## config.mk

```make
export PLATFORM = sky130hd
export DESIGN_NAME = modn_updown_counter
export DESIGN_NICKNAME = d
export VERILOG_FILES = /design/src/rtl/modn_counter_pkg.sv /design/src/rtl/tick_prescaler.sv /design/src/rtl/modn_updown_counter.sv
export SDC_FILE = /design/constraint.sdc
export NUM_CORES = 1
export LEC_CHECK = 0
export CORE_AREA = 2 2 39 41
export CTS_BUF_LIST = sky130_fd_sc_hd__clkbuf_4 sky130_fd_sc_hd__clkbuf_8 sky130_fd_sc_hd__clkbuf_16
export CTS_CLUSTER_DIAMETER = 80
export DETAILED_ROUTE_END_ITERATION = 10
export DIE_AREA = 0 0 41 43
export PLACE_DENSITY = 0.63
export SLEW_MARGIN = 20
export SYNTH_ARGS = -nofsm -noshare
export SYNTH_HDL_FRONTEND = slang
export SYNTH_SLANG_ARGS = --single-unit
```

## constraint.sdc

```tcl
create_clock -name Clk -period 1.5 [get_ports Clk]
set_input_delay 0.225 -clock Clk [delete_from_list [all_inputs] [get_ports Clk]]
set_output_delay 0.225 -clock Clk [all_outputs]
set_load 0.02 [all_outputs]
```

## src/rtl/modn_counter_pkg.sv

```systemverilog
// rtl/modn_counter_pkg.sv - shared direction constants and sizing helper for the mod-N counter
package modn_counter_pkg;

  localparam logic DIR_UP   = 1'b1;
  localparam logic DIR_DOWN = 1'b0;

  // Bits needed to hold values 0..value-1; returns 0 for value <= 1.
  function automatic int clog2(input int value);
    int v;
    int r;
    r = 0;
    v = value - 1;
    while (v > 0) begin
      r++;
      v = v >> 1;
    end
    return r;
  endfunction

endpackage

```

## src/rtl/tick_prescaler.sv

```systemverilog
// rtl/tick_prescaler.sv - divide-by-DIV enable prescaler; TICK marks the last phase of each interval
module tick_prescaler
  import modn_counter_pkg::*;
#(
  parameter int DIV = 1
) (
  input  logic Clk,
  input  logic RST,
  input  logic CLR,
  input  logic EN,
  output logic TICK
);

  // Keep at least one bit so DIV=1 still elaborates; the counter then sits at 0.
  localparam int CW = (clog2(DIV) < 1) ? 1 : clog2(DIV);
  localparam logic [CW-1:0] LAST = CW'(DIV - 1);

  logic [CW-1:0] cnt;

  always_ff @(posedge Clk) begin
    if (RST || CLR) begin
      cnt <= '0;
    end else if (EN) begin
      cnt <= (cnt == LAST) ? '0 : cnt + CW'(1);
    end
  end

  assign TICK = (cnt == LAST);

endmodule

```

## src/rtl/modn_updown_counter.sv

```systemverilog
// rtl/modn_updown_counter.sv - modulo-N up/down counter with load clamp and registered TC
// Optional prescaler built when MODN_COUNTER_PRESCALE_EN is defined.
module modn_updown_counter
  import modn_counter_pkg::*;
#(
  parameter int WIDTH   = 4,
  parameter int MODULUS = 16,
  parameter int DIV     = 1
) (
  input  logic             Clk,
  input  logic             RST,
  input  logic             EN,
  input  logic             DIR,
  input  logic             LOAD,
  input  logic [WIDTH-1:0] LOAD_VAL,
  output logic [WIDTH-1:0] OUT,
  output logic             TC
);

  localparam logic [WIDTH-1:0] MAXV = WIDTH'(MODULUS - 1);

  logic             tick;
  logic             step;
  logic             wrap;
  logic [WIDTH-1:0] next_val;
  logic [WIDTH-1:0] load_clamped;

`ifdef MODN_COUNTER_PRESCALE_EN
  tick_prescaler #(
    .DIV (DIV)
  ) u_prescaler (
    .Clk  (Clk),
    .RST  (RST),
    .CLR  (LOAD),
    .EN   (EN),
    .TICK (tick)
  );
`else
  logic unused_div;
  assign unused_div = (DIV > 0);
  assign tick       = 1'b1;
`endif

  assign step = EN & tick;

  // Compare one bit wider so MODULUS = 2^WIDTH is representable.
  always_comb begin
    load_clamped = ((WIDTH+1)'(LOAD_VAL) < (WIDTH+1)'(MODULUS)) ? LOAD_VAL : MAXV;
    wrap         = 1'b0;
    next_val     = OUT;
    if (DIR == DIR_DOWN) begin
      wrap     = (OUT == '0);
      next_val = wrap ? MAXV : OUT - WIDTH'(1);
    end else begin
      wrap     = (OUT == MAXV);
      next_val = wrap ? '0 : OUT + WIDTH'(1);
    end
  end

  always_ff @(posedge Clk) begin
    if (RST) begin
      OUT <= '0;
      TC  <= 1'b0;
    end else if (LOAD) begin
      OUT <= load_clamped;
      TC  <= 1'b0;
    end else if (step) begin
      OUT <= next_val;
      TC  <= wrap;
    end else begin
      TC  <= 1'b0;
    end
  end

endmodule

```

==> impl_metrics.toml, run 1 <==
[run_status]
outcome = "finished clean"

[route]
detail-route-antenna-nets = 0
dr.pass1.iters = 2
via_per_inst = 5.00
route.final.wire_length_um = 904
wl_met1_um = 374
drtIter0Drc = 4
wl_per_cell_um = 10.9
drc = 0
top_layer_used = "met3"
via_count = 415
wl_met3_um = 54
route.met2.wl_um = 474

[floorplan]
die_area_sq_mm = 0.00176
core_area_sq_mm = 0.00138
start_util = 0.278
die_w_um = 41
rows = 14
die_y_um = 43
io-pin-count = 14

[yosys]
synth-xor-area-share = 0.0455
synth_top_family_by_area = "compound AO/OA/AOI/OAI gates"
ys_seq_area_frac = 0.260
syn-num-nets = 60
syn-cell-area_sq_um = 385
netlist_instances = 49
ys_async_sr_fraction = 0
synth.area.top_cells = "dfxtp_1 (26%), a21oi_1 (6.5%), ha_1 (6.5%), mux2i_1 (5.2%), nor3_1 (3.9%)"
synth.top_cell.area_share = 0.260
synth-simple-area-share = 0.227
synth_adder_area_share = 0.0649
ys_warn_count = 0
yosysTopAreaCell = "dfxtp_1"
muxShareOfSynthArea = 0.0519
syn_avg_cell_area_sq_um = 7.86
synth_cell_types = 27
synth_seq_cells = 5
synth_edf_count = 0
synth_compound_area_frac = 0.247
ys.flop_type = "dfxtp_1"

[cts]
clk_pin_slew_ns = 0.05
numClockSinks = 5
cts_tree = "done"
htreeDepth = 1
clk_path_buf_depth = 2
hold_buffers = 0
worstSkewPairLatency_ns = 0.24
cts_root_buf = "clkbuf_4"
cts_buffers = 3
post_cts_buffers = 0

[setup_path]
cp-end-kind = "register"
cp_top_family = "simple AND/OR/NAND/NOR gates"
cp_max_fo = 4
cp-start-kind = "register"
cp.arrival_ns = 1.61
critPathMaxStageDelay_ns = 0.48
crit_type = "reg -> reg"
cpMaxStageDelayCell = "or4b_4"
worstPathRequired_ns = 1.67
path_buf_inv = 1
cp_cell_sequence = "inv_1, ha_1, or4b_4, o21ai_2, a21oi_1, a211oi_2"

[sta]
setup_tns_ns = 0
setup_slack_ns = 0.0585
slew_headroom = 0.730
post-route-period-util = 0.961
final_hold_viol_count = 0
max_slew.worst_pin.slew_ns = 0.404
post-route-min-period_ns = 1.44
drv_slew = 0
setup_viol = 0
fmax_mhz = 694
rsz0062_at_grt = "false"
clock_skew_ns = 0.00319

[cells_and_area]
final_area_sq_um = 596
syn2layout_area_growth_pct = 54.5
regArea_sq_um = 103
fillers = 141
diodes = 0
nNetsFinal = 79
layout-drive-gt1-share = 0.239
multi_input_area_sq_um = 264

[run]
cap_viol_max_count = 0

[global_route]
grt_antenna_before_repair = 0
grt_overflow = 0
grt_pass1_vias = 414
grt_usage = 0.145
grt_max_degree = 11
grt_pass1_wl_um = 1730

[place]
dp_hpwl_um = 706
gp_congestion = 0.812
numPortBuffers = 13
placed_cell_area_sq_um = 553
dp_slack_ns = -0.132

[power]
power_per_cell_area_mw_per_mm2 = 817
power_mw = 0.487
ir_drop_mv = 0.529
p_leak_nw = 0.262

[min_path]
hold_class = "reg -> reg"
==> through the flow <==
stage	std cells	util	hold slack (ns)
global placement	79	0.400	0.618
CTS	83	0.420	0.616
floorplan	49	-	0.289
detailed placement	79	0.400	0.626
finish	83	0.430	0.625
global route	83	0.430	0.653
==> sequential cells by signal, indices dropped and copies added, names as in the netlist <==
| signal | flops |
|---|---|
| OUT | 4 |
| TC | 1 |
==> synth_stat cells, drive strengths merged, types with 2 or more instances <==
cell type and instances:
o21ai 6, a21oi 5, dfxtp 5, inv 5, buf 3, nand2 3
nor3 3, ha 2, mux2i 2, nor2 2
==> worst min-delay path, cell delays in order, from the launching register on <==
cell	delay, ns
dfxtp_1	0.37
nand4_1	0.14
a21boi_1	0.07
==> layer usage <==
metal  track usage  vias to the layer above
li1              -                      211
met1         0.183                      193
met2         0.206                       11
met3        0.0785                        0
met4        0.0400                        0
met5             0                        -
==> worst paths after layout <==
check | startpoint | endpoint | slack, ns | cells after the start
setup / recovery | OUT[0]$_SDFFE_PP0P_ | OUT[3]$_SDFFE_PP0P_ | 0.06 | 6
hold / removal | OUT[3]$_SDFFE_PP0P_ | TC$_SDFF_PP0_ | 0.63 | 2
setup reg to reg | OUT[0]$_SDFFE_PP0P_ | OUT[3]$_SDFFE_PP0P_ | 0.06 | 6
hold reg to reg | OUT[3]$_SDFFE_PP0P_ | TC$_SDFF_PP0_ | 0.63 | 2
==> cell families after synthesis <==
logic type	after synthesis
AND/OR/NAND/NOR	15
flip-flops	5
multiplexers	2
buffers and inverters	8
AO/OA/AOI/OAI	15
adder cells (fa/ha/maj)	2
XOR/XNOR	2
==> timing repair <==
item	CTS	global route
gates resized for setup	2	3
pin swaps	0	0
setup endpoints to repair	2	1
cloned	0	0
==> report_power, final <==
group          internal, mW  leakage [nW]  switching, mW  total, mW
combinational        0.0800         0.202         0.0704      0.150
sequential            0.144        0.0419         0.0160      0.160
clock                 0.119        0.0184         0.0573      0.176
==> layout by cell type, fill, tap and decap left out, drive strengths merged <==
cell           synthesis  layout
inv                    5       5
dlygate4sd2            0       2
o21a                   1       1
mux2i                  2       2
buf                    3       4
a211oi                 1       1
dfxtp                  5       5
and3                   1       1
nand4b                 1       1
xnor2                  1       1
ha                     2       2
xor2                   1       1
or4                    1       1
nor2                   2       2
o21ai                  6       6
nand4                  1       1
a21oi                  5       5
nor3                   3       3
nand2                  3       3
or4b                   1       1
clkdlybuf4s50          0      10
nand3                  1       1
a21boi                 1       1
a2111oi                1       1
clkbuf                 0       4
dlymetal6s2s           0       1
nor2b                  1       1
==> final cells by class <==
class,count,share of cell area
timing repair buffer,17,0.269
sequential,5,0.172
clock buffer,4,0.0504
inverter,5,0.0315
multi-input combinational,36,0.443
tap,16,0.0336
Note: power is estimated with default switching activity, not from simulation.
==> run 2: changes to the inputs <==
Settings changed: PLACE_DENSITY 0.63 to 0.54.
==> run 2 against run 1 <==
Global-route usage shrank 1.8 points. Non-clock buffer count rose by 3. Sequential power barely moved. Combinational power grew 12%. Fmax shrank 1.2%. Register-to-register slack got worse by 0.02 ns. Critical endpoint unchanged.
==> impl_metrics.toml, run 2 (synthesized netlist as in run 1, its figures left out) <==
[cts]
hold_buffers = 0
numClockSinks = 5
post_cts_buffers = 0
clk_pin_slew_ns = 0.04
cts_tree = "done"
clk_path_buf_depth = 2
htreeDepth = 1
worstSkewPairLatency_ns = 0.23
cts_buffers = 3
cts_root_buf = "clkbuf_4"

[sta]
fmax_mhz = 686
setup_tns_ns = 0
clock_skew_ns = 0.000261
setup_viol = 0
drv_slew = 0
post-route-period-util = 0.972
post-route-min-period_ns = 1.46
slew_headroom = 0.696
max_slew.worst_pin.slew_ns = 0.454
final_hold_viol_count = 0

[route]
drc = 0
dr.pass1.iters = 4
route.final.wire_length_um = 1050
wl_per_cell_um = 12.2
via_count = 445
detail-route-antenna-nets = 0
via_per_inst = 5.17
drtIter0Drc = 7

[global_route]
grt_usage = 0.127
grt_pass1_vias = 386
grt_max_degree = 11
grt_pass1_wl_um = 1530
grt_overflow = 0
grt_antenna_before_repair = 0

[power]
seqPwrFrac = 0.323
power_per_cell_area_mw_per_mm2 = 788
power_frac_clock = 0.338
switchingPower_mw = 0.144
ir_drop_mv = 0.415
internal-power_mw = 0.351
p_sw_frac = 0.291
power_frac_comb = 0.339
p_leak_nw = 0.266

[cells_and_area]
regMostFlops = "OUT"
regArea_sq_um = 105
nNetsFinal = 82
mostFrequentLayoutCells = "clkdlybuf4s50_1 (10), buf_4 (7), a21oi_1 (5)"
reg_top3 = "OUT: 4 flops, TC: 1 flops"
diodes = 0
syn2layout_area_growth_pct = 63.3
fillers = 140
layout-drive-gt1-share = 0.300
largest_register_ffs = 4
final_common_cell = "clkdlybuf4s50_1"
layout.cells.non_filler = 86
multi_input_area_sq_um = 277

[setup_path]
path_buf_inv = 1
cp.arrival_ns = 1.61
worstPathRequired_ns = 1.65
critPathMaxStageDelay_ns = 0.47
cp-end-kind = "register"
cp_max_fo = 6
crit_type = "reg -> reg"
cpMaxStageDelayCell = "or4b_4"
cp_cell_sequence = "inv_2, ha_4, or4b_4, o21ai_2, a21oi_1, a211oi_2"
cp-start-kind = "register"
cp_top_family = "simple AND/OR/NAND/NOR gates"

[place]
dp_hpwl_um = 753
gp_congestion = 0.833
place_inst = 82
numPortBuffers = 13

[run]
cap_viol_max_count = 0

[run_status]
outcome = "finished clean"

[floorplan]
rows = 14
io-pin-count = 14
die_area_sq_mm = 0.00176
die_w_um = 41
core_area_sq_mm = 0.00138
die_y_um = 43
start_util = 0.278

[min_path]
hold_class = "in -> reg"
==> run 2: worst register-to-register path, stage by stage, from the launching register on <==
cell	delay (ns)
dfxtp_4	0.35
inv_2	0.08
ha_4	0.13
or4b_4	0.47
o21ai_2	0.07
a21oi_1	0.06
a211oi_2	0.21
==> run 2: final timing paths <==
kind / from / slack (ns) / endpoint / cells after the start
worst max register to register: OUT[1]$_SDFFE_PP0P_ / 0.04 / OUT[3]$_SDFFE_PP0P_ / 6
worst min register to register: OUT[3]$_SDFFE_PP0P_ / 0.65 / TC$_SDFF_PP0_ / 2
worst min-delay path: LOAD_VAL[2] / 0.63 / OUT[2]$_SDFFE_PP0P_ / 4
worst max-delay path: OUT[1]$_SDFFE_PP0P_ / 0.04 / OUT[3]$_SDFFE_PP0P_ / 6
==> run 2: metal layers <==
metal	GRT usage	wire, um	vias up
met4	0.0400	0	0
met3	0.0471	83	0
met1	0.151	433	202
met5	0	0	-
li1	-	-	217
met2	0.200	530	26
==> run 2: power by group through the flow <==
stage / clock network, mW / registers [mW] / logic (mW)
4_1_cts: 0.174 / 0.159 / 0.154
5_1_grt: 0.184 / 0.161 / 0.181
3_3_place_gp: 0 / 0.162 / 0.158
6_report: 0.168 / 0.160 / 0.168
2_1_floorplan: 0 / 0.170 / 0.0815
3_5_place_dp: 0 / 0.162 / 0.158
==> run 2: area by class of cell <==
class	instances	share of cell area
repair buffers	20	0.284
multi-input cells	36	0.439
inverters	5	0.0298
clock buffers	4	0.0477
well taps	16	0.0318
flip-flops and latches	5	0.167
==> run 2: timing repair <==
action,4_1_cts,5_1_grt
pin swaps,0,0
endpoints found under the hold margin,0,0
resized for setup,3,6
setup endpoints to repair,3,1
==> run 2: through the flow <==
step	util	cell area (sq um)	setup WS [ns]	hold slack, ns	power (mW)
global route	0.455	629	-0.00690	0.646	0.527
global placement	0.416	576	-0.132	0.635	0.320
floorplan	-	394	0.0335	0.289	0.252
detailed placement	0.416	576	-0.175	0.636	0.319
CTS	0.435	602	0.0210	0.625	0.487
finish	0.455	629	0.0415	0.626	0.496
